File: config.mk
export PLATFORM = sky130hd
export DESIGN_NAME = peripheral_bb_master
export DESIGN_NICKNAME = d
export VERILOG_FILES = /design/src/rtl/peripheral_bb_master.sv
export SDC_FILE = /design/constraint.sdc
export NUM_CORES = 1
export LEC_CHECK = 0
export ABC_CLOCK_PERIOD_IN_PS = 7100
export CAP_MARGIN = 25
export CORE_MARGIN = 4
export CORE_UTILIZATION = 55
export CTS_CLUSTER_DIAMETER = 40
export CTS_CLUSTER_SIZE = 20
export DETAILED_ROUTE_END_ITERATION = 10
export PLACE_DENSITY = 0.86
export SLEW_MARGIN = 20
export SYNTH_ARGS = -nofsm -noshare
export SYNTH_HDL_FRONTEND = slang
export SYNTH_SLANG_ARGS = --single-unit
File: constraint.sdc
create_clock -name mclk -period 7.1 [get_ports mclk]
set_clock_uncertainty 0.1 [all_clocks]
set_input_delay 1.42 -clock mclk [delete_from_list [all_inputs] [get_ports mclk]]
set_output_delay 1.42 -clock mclk [all_outputs]
set_load 0.005 [all_outputs]
File: src/rtl/peripheral_bb_master.sv
// peripheral_bb_master
// Turns a valid/ready request stream into single bus cycles on the 8-bit
// peripheral bus. Requests are queued in a small FIFO and issued one at a
// time. Read data is captured a fixed number of cycles after the strobe and
// returned on a valid/ready response channel.
//
// Read timing: RD_LAT is the number of rising edges between the edge that
// starts the read strobe and the edge that samples din. The latency counter
// is loaded with RD_LAT-1 on the edge that enters RD. It is tested and
// decremented in RD and in RD_WAIT. For RD_LAT=1, din is therefore sampled
// at the end of the strobe cycle and RD_WAIT is skipped. For RD_LAT=N, the
// FSM spends N-1 cycles in RD_WAIT.
module peripheral_bb_master #(
  parameter int DEPTH  = 4,
  parameter int RD_LAT = 1,
  parameter int AW     = 16,
  parameter int DW     = 8
) (
  input  logic          mclk,
  input  logic          rst,
  input  logic          req_valid,
  output logic          req_ready,
  input  logic          req_write,
  input  logic [AW-1:0] req_addr,
  input  logic [DW-1:0] req_wdata,
  output logic          rsp_valid,
  input  logic          rsp_ready,
  output logic [DW-1:0] rsp_rdata,
  output logic          busy,
  output logic          cen,
  output logic [1:0]    wen,
  output logic [AW-1:0] addr,
  output logic [DW-1:0] dout,
  input  logic [DW-1:0] din,
  output logic          rw
);

  localparam int PW = (DEPTH > 1) ? $clog2(DEPTH) : 1;
  localparam int CW = PW + 1;
  localparam logic [CW-1:0] FULL_COUNT = CW'(DEPTH);
  localparam logic [2:0]    LAT_INIT   = 3'(RD_LAT - 1);

  typedef enum logic [2:0] {
    IDLE    = 3'd0,
    WR      = 3'd1,
    RD      = 3'd2,
    RD_WAIT = 3'd3,
    RESP    = 3'd4
  } state_t;

  // Request FIFO storage, kept as three parallel arrays
  logic          memWrite [DEPTH];
  logic [AW-1:0] memAddr  [DEPTH];
  logic [DW-1:0] memData  [DEPTH];

  logic [PW-1:0] wrPtr_q, wrPtr_d;
  logic [PW-1:0] rdPtr_q, rdPtr_d;
  logic [CW-1:0] count_q, count_d;

  state_t        state_q, state_d;
  logic          cen_q, cen_d;
  logic [1:0]    wen_q, wen_d;
  logic [AW-1:0] addr_q, addr_d;
  logic [DW-1:0] dout_q, dout_d;
  logic          rw_q, rw_d;
  logic          rspValid_q, rspValid_d;
  logic [DW-1:0] rspRdata_q, rspRdata_d;
  logic [2:0]    latCnt_q, latCnt_d;

  logic          push;
  logic          pop;
  logic          fifoEmpty;
  logic          headWrite;
  logic [AW-1:0] headAddr;
  logic [DW-1:0] headData;

  assign fifoEmpty = (count_q == '0);
  assign req_ready = (count_q != FULL_COUNT);
  assign push      = req_valid && req_ready;
  assign pop       = (state_q == IDLE) && !fifoEmpty;

  assign headWrite = memWrite[rdPtr_q];
  assign headAddr  = memAddr[rdPtr_q];
  assign headData  = memData[rdPtr_q];

  // Write accepted requests into the slot at the write pointer
  always_ff @(posedge mclk) begin
    if (push) begin
      memWrite[wrPtr_q] <= req_write;
      memAddr[wrPtr_q]  <= req_addr;
      memData[wrPtr_q]  <= req_wdata;
    end
  end

  // Advance pointers and track occupancy; pointers wrap by natural overflow
  always_comb begin
    wrPtr_d = wrPtr_q;
    rdPtr_d = rdPtr_q;
    count_d = count_q;
    if (push) begin
      wrPtr_d = wrPtr_q + PW'(1);
    end
    if (pop) begin
      rdPtr_d = rdPtr_q + PW'(1);
    end
    case ({push, pop})
      2'b10:   count_d = count_q + CW'(1);
      2'b01:   count_d = count_q - CW'(1);
      default: count_d = count_q;
    endcase
  end

  // FIFO pointer and count registers
  always_ff @(posedge mclk or posedge rst) begin
    if (rst) begin
      wrPtr_q <= '0;
      rdPtr_q <= '0;
      count_q <= '0;
    end else begin
      wrPtr_q <= wrPtr_d;
      rdPtr_q <= rdPtr_d;
      count_q <= count_d;
    end
  end

  // Bus FSM next state; bus outputs are registered so they change on state entry
  always_comb begin
    state_d    = state_q;
    cen_d      = cen_q;
    wen_d      = wen_q;
    addr_d     = addr_q;
    dout_d     = dout_q;
    rw_d       = rw_q;
    rspValid_d = rspValid_q;
    rspRdata_d = rspRdata_q;
    latCnt_d   = latCnt_q;
    case (state_q)
      IDLE: begin
        if (!fifoEmpty) begin
          addr_d = headAddr;
          cen_d  = 1'b0;
          if (headWrite) begin
            state_d = WR;
            dout_d  = headData;
            wen_d   = 2'b00;
            rw_d    = 1'b0;
          end else begin
            state_d  = RD;
            dout_d   = '0;
            wen_d    = 2'b11;
            rw_d     = 1'b1;
            latCnt_d = LAT_INIT;
          end
        end
      end
      WR: begin
        state_d = IDLE;
        cen_d   = 1'b1;
        wen_d   = 2'b11;
      end
      RD: begin
        cen_d = 1'b1;
        if (latCnt_q == 3'd0) begin
          rspRdata_d = din;
          rspValid_d = 1'b1;
          rw_d       = 1'b0;
          state_d    = RESP;
        end else begin
          latCnt_d = latCnt_q - 3'd1;
          state_d  = RD_WAIT;
        end
      end
      RD_WAIT: begin
        if (latCnt_q == 3'd0) begin
          rspRdata_d = din;
          rspValid_d = 1'b1;
          rw_d       = 1'b0;
          state_d    = RESP;
        end else begin
          latCnt_d = latCnt_q - 3'd1;
        end
      end
      RESP: begin
        if (rsp_ready) begin
          rspValid_d = 1'b0;
          state_d    = IDLE;
        end
      end
      default: begin
        state_d    = IDLE;
        cen_d      = 1'b1;
        wen_d      = 2'b11;
        rw_d       = 1'b0;
        rspValid_d = 1'b0;
      end
    endcase
  end

  // FSM state, bus output and response registers; reset aborts any bus cycle
  always_ff @(posedge mclk or posedge rst) begin
    if (rst) begin
      state_q    <= IDLE;
      cen_q      <= 1'b1;
      wen_q      <= 2'b11;
      addr_q     <= '0;
      dout_q     <= '0;
      rw_q       <= 1'b0;
      rspValid_q <= 1'b0;
      rspRdata_q <= '0;
      latCnt_q   <= '0;
    end else begin
      state_q    <= state_d;
      cen_q      <= cen_d;
      wen_q      <= wen_d;
      addr_q     <= addr_d;
      dout_q     <= dout_d;
      rw_q       <= rw_d;
      rspValid_q <= rspValid_d;
      rspRdata_q <= rspRdata_d;
      latCnt_q   <= latCnt_d;
    end
  end

  assign cen       = cen_q;
  assign wen       = wen_q;
  assign addr      = addr_q;
  assign dout      = dout_q;
  assign rw        = rw_q;
  assign rsp_valid = rspValid_q;
  assign rsp_rdata = rspRdata_q;
  assign busy      = !fifoEmpty || (state_q != IDLE);

endmodule

; ---- Word level (Yosys, flattened, before mapping)
; Memories as Yosys holds them, arrays and structs flattened. A register that Yosys moved wholly into a read port is not among the register bits.
; Index checks and enable logic that the tools add are counted.
[op_classes]
n_addsub = 5
n_eq_ne = 13
mux = 26
bitwise_logic = 5
n_reduce_logical = 23
[ops]
columns = operator, count
row1 = $mux 3, 7
row2 = $pmux 3 s2, 2
row3 = $pmux 3 s4, 1
row4 = $ne 2x2->1 const B, 5
row5 = $logic_not 3->1, 3
row6 = $reduce_and 3->1, 3
row7 = $mux 1, 8
row8 = $mux 8, 1
row9 = $reduce_and 2->1, 4
row10 = $reduce_or 2->1, 4
row11 = $eq 3x2->1 const B, 2
row12 = $mux 2, 3
row13 = $pmux 1 s3, 2
row14 = $sub 3x1->3 const B, 2
row15 = $not 1->1, 5
row16 = $add 2x1->2 const B, 2
row17 = $pmux 2 s2, 1
row18 = $reduce_and 4->1, 1
row19 = $reduce_bool 2->1, 2
row20 = $add 3x1->3 const B, 1
row21 = $eq 3x1->1 const B, 1
row22 = $eq 3x3->1 const B, 1
row23 = $ne 3x3->1 const B, 1
row24 = $reduce_bool 3->1, 1
row25 = 8 further kinds, 9
[word_totals]
ff_bits = 34
mem_bits_rw = 100
inputBits = 37
output_inout_bits = 39
word_cells = 86
memories = 3
[memory_table]
columns = memory, words, width, rd, rd_clocked_by_memory_dff, write_ports, line
row1 = memAddr, 4, 16, 1, 1, 1, 53  ; logic [AW-1:0] memAddr [DEPTH];
row2 = memData, 4, 8, 1, 0, 1, 54  ; logic [DW-1:0] memData [DEPTH];
row3 = memWrite, 4, 1, 1, 0, 1, 52  ; logic memWrite [DEPTH];

; ---- Logic depth before layout (Yosys ltp)
[depth]
word_depth = 5
ltp_mapped = 11
ltp_nobuf = 9

; ---- Least setup slack after synthesis
; Ideal clock, no wire load.
[synth_path]
kind = input to register
from = in req_valid
to = reg count_q[2]
setup_ns = 0.079
t_arrival_ns = 2.494
required_time_ns = 6.921
slack_ns = 4.427
stages = 7
path_buffers = 0
cell_sequence = nand2_1 ha_1 inv_1 fa_1 xor2_1 nor2_1 xor2_1
[synth_via]
elab_chain_len = 3
word_cells_on_any_way = 5
classes_between = eq/ne: 2 / mux: 1 / reduce/logical: 2
[synth_rtl]
columns = element, line
row1 = "start, declared", 21  ; input logic req_valid,
row2 = $logic_and 1x1->1 *, 79  ; assign push = req_valid && req_ready;
row3 = $eq 2x1->1 / $eq 2x2->1 (equally long branches), 106  ; case ({push, pop})
row4 = $pmux 3 s2 / $reduce_bool 2->1 (equally long branches), --
row5 = "end signal, assigned", 122  ; count_q <= count_d;
row6 = "end, declared", 58  ; logic [CW-1:0] count_q, count_d;
; Every way passes the cells marked *; elsewhere a longest branch is shown, timed or not.
; A chain may end at the register's enable or synchronous reset.

; ---- Worst setup path after layout
[layout_path]
from = reg count_q[2]
to = out busy
[layout_via]
elab_chain_len = 3
[layout_rtl]
columns = element, line
row1 = $logic_not 3->1, 77  ; assign fifoEmpty = (count_q == '0);
row2 = $logic_not 1->1, 231  ; assign busy = !fifoEmpty || (state_q != IDLE);
row3 = $logic_or 1x1->1, 231
row4 = "end, declared", 29  ; output logic busy,
; Every way passes these cells.

==> results.md <==
* Run status: completed
* H-tree levels at 4
* Port bufs at 75
* Layout area overhead at 27.1%
* Crit path max fanout at 13
* Placed Area at 0.00673 mm²
* Min Tclk post-route at 3.64 ns
* Postcts setup bufs at 0
* CTS tree: yes
* CTS root buf: clkbuf_8
* Dpl ws at 3.65 ns
* YS warnings at 0
* Final WS setup at 3.46 ns
* Synth Instances at 314
* Routed Wire Length at 11400 µm
* Reg2Reg Depth at 9
* Antenna violations before repair at 0
* Adder-cell share of the synthesized area at 0.0184
* Placed instance count at 516
* Hold Crit Class: reg -> reg
* Sink Count at 149
* First-pass GRT wire length at 18500 µm
* Top Ports at 76
* Post-synthesis register bit count at 149
* Worst Hold Depth at 1
* Synth area leader: edfxtp_1
* Pwr dens at 467 mW/mm²
* Synth async-reset ratio at 0.329
* Mapped cell area at 0.00586 mm²
* Core area at 0.0104 mm²
* Nets at 445
* Crit path capture type: primary output
* Hold Worst Slack at 0.381 ns
* Initial Util at 0.565
* Post_cts resized at 0
* Hold Fails Final Rpt at 0
* Setup TNS at 0 ns
* Clock Pin Slew Worst Setup and Hold Paths at 0.06 ns
* Register area share after synthesis at 0.722
* Worst hold path endpoint: latCnt_q[0]
* Maxcap violations at 0
* Total number of vias at 3139
* Slew @ Worst Pin at 0.696 ns
* Largest family of logic cells by synthesized area: multiplexers
* Design Area, Final at 0.00745 mm²
* Gpl congestion at 0.777
* HPWL Detailed at 6890 µm
* Routed WL per cell at 20.7 µm
* Hold_buf cts at 0
* Non-Filler Instances at 549
* Antenna-violating nets left at 0
* Vias in the first global route at 3460
* Drt initial violations at 168
* Clock Tree Buf Depth at 2
* Worst hold start: latCnt_q[0]
* Synth cell types at 44
* FP Rows at 37
* Area contributors post-synth: edfxtp_1 (51%), dfrtp_1 (20%), mux4_2 (9.6%), mux2_2 (3.1%), mux2_4 (2.3%)
* EDFF count, synth at 100
* Worst VDD drop at 223 µV
* Clock Latency Late Sink at 0.50 ns
* Crit path required time at 5.58 ns
* Slew Viols, Final at 0
* Post-synth top area share at 0.513
* CP arrival at 2.12 ns
* CTS Buf Count at 17
* Die ar. at 0.0124 mm²
* Met2 Resource Use GR at 0.345
* Via/cell ratio at 5.72
* Die X at 111 µm
* Relative slew slack at 0.534
* # setup viols final at 0
* Synth Area in Simple Gates at 0.0384
* Grt total ovfl at 0
* FF-to-FF End: count_q[2]
* Final period util at 0.513
* DIE HEIGHT at 111 µm
* Mapped Avg Cell Area at 18.7 µm²
* Compound-Gate Fraction of Synth Area at 0.0346
* Syn Nets at 359
* Startpoint types: register
* RSZ-0062 raised after global routing: false
* Grt met1 use at 0.236
* Share of layout cells above drive strength 1 at 0.240
* Met3 Use GR at 0.0464
* Leak at 0.00277 µW
* DR DRC count at 0
* CP Class: reg -> out
* Largest net degree at the start of global routing at 35
* Multiplexer share of the synthesized area at 0.152
* Top FF cell, synth: edfxtp_1
* FF-to-FF Start: state_q[2]
* R2r setup slk at 4.35 ns
* Fmax at 275 MHz
* Synth Area in XOR/XNOR at 0.00897
* # diodes at 0
* Most Crowded Layer GR: met2
* First-pass DRT Iterations at 4
* Total track usage at 0.196
-- metal layers --
| metal | routed length, µm | vias to the layer above | part of all wire |
|---|---|---|---|
| li1 | - | 1394 | - |
| met1 | 4540 | 1629 | 0.40 |
| met2 | 6160 | 104 | 0.54 |
| met3 | 526 | 12 | 0.046 |
| met4 | 151 | 0 | 0.013 |
| met5 | 0 | - | 0 |
-- cells in the mapped netlist, types with 2 or more instances --
cell type,count
edfxtp_1,100
dfrtp_1,47
mux4_2,25
o21ai_0,18
mux2_2,16
nand2_1,12
inv_1,10
mux2_4,9
ha_1,7
and3_1,5
buf_2,4
clkbuf_1,4
nor2_1,4
nor3_1,4
or3_1,4
xnor2_1,4
a21oi_1,3
buf_4,3
o221ai_1,3
a31oi_1,2
a32oi_1,2
buf_6,2
dfstp_2,2
nand2b_1,2
nor2b_1,2
xor2_1,2
-- sequential cells by signal, indices dropped and copies added, names as in the netlist --
name / count
memAddr: 64
memData: 32
addr: 16
dout: 8
rsp_rdata: 8
memWrite: 4
count_q: 3
latCnt_q: 3
state_q: 3
rdPtr_q: 2
wrPtr_q: 2
cen: 1
rsp_valid: 1
rw: 1
wen: 1
-- cell type report --
cell class / count / area [µm²]
tap: 136 / 170
fill: 632 / 2920
sequential: 149 / 4230
timing repair buffer: 82 / 828
clock buffer: 18 / 418
inverter: 11 / 46.3
clock inverter: 14 / 270
multi-input combinational: 139 / 1480
-- stage by stage --
step	utilization	power [µW]
2_1_floorplan	-	2050
3_3_place_gp	0.647	2390
3_5_place_dp	0.649	2440
4_1_cts	0.716	3500
5_1_grt	0.718	3660
6_report	0.718	3480
-- report_power, final --
part	internal, µW	total (µW)	leakage [µW]	switching (µW)
clock network	683	1030	0.000331	349
logic	618	1120	0.000931	501
registers	1200	1330	0.00151	129
total	2500	3480	0.00277	979
-- cell usage in the layout (no fill, tap or decap), drive strengths merged, types with 4 or more instances in the layout --
master / netlist / final
and3: 5 / 5
inv: 11 / 14
clkdlybuf4s50: 0 / 75
ha: 7 / 7
o21ai: 18 / 18
nand2: 13 / 13
nor3: 4 / 4
bufinv: 0 / 7
mux4: 25 / 25
buf: 11 / 7
xnor2: 4 / 4
dfrtp: 47 / 47
edfxtp: 100 / 100
or3: 4 / 4
mux2: 25 / 25
nor2: 5 / 5
clkbuf: 4 / 18
-- critical path, stage by stage, from the launching register on --
cell and delay, ns:
dfrtp_1 0.43, nor3_2 0.62, nand2_1 0.11, clkdlybuf4s50_1 0.47
-- logic make-up after synthesis --
logic type | count (synthesis)
compound gates | 33
flops | 149
xor+xnor | 6
fa+ha+maj | 8
simple gates | 41
buf+inv | 26
mux | 51
-- worst max-delay path by stage --
stage / from / to / slack, ns
2_1_floorplan: rst / addr[0] / 4.41
3_3_place_gp: count_q[0] / busy / 3.74
3_5_place_dp: count_q[0] / busy / 3.65
4_1_cts: count_q[0] / busy / 3.09
5_1_grt: count_q[2] / busy / 3.24
6_report: count_q[2] / busy / 3.46
Power figures use the tool's default switching activity.
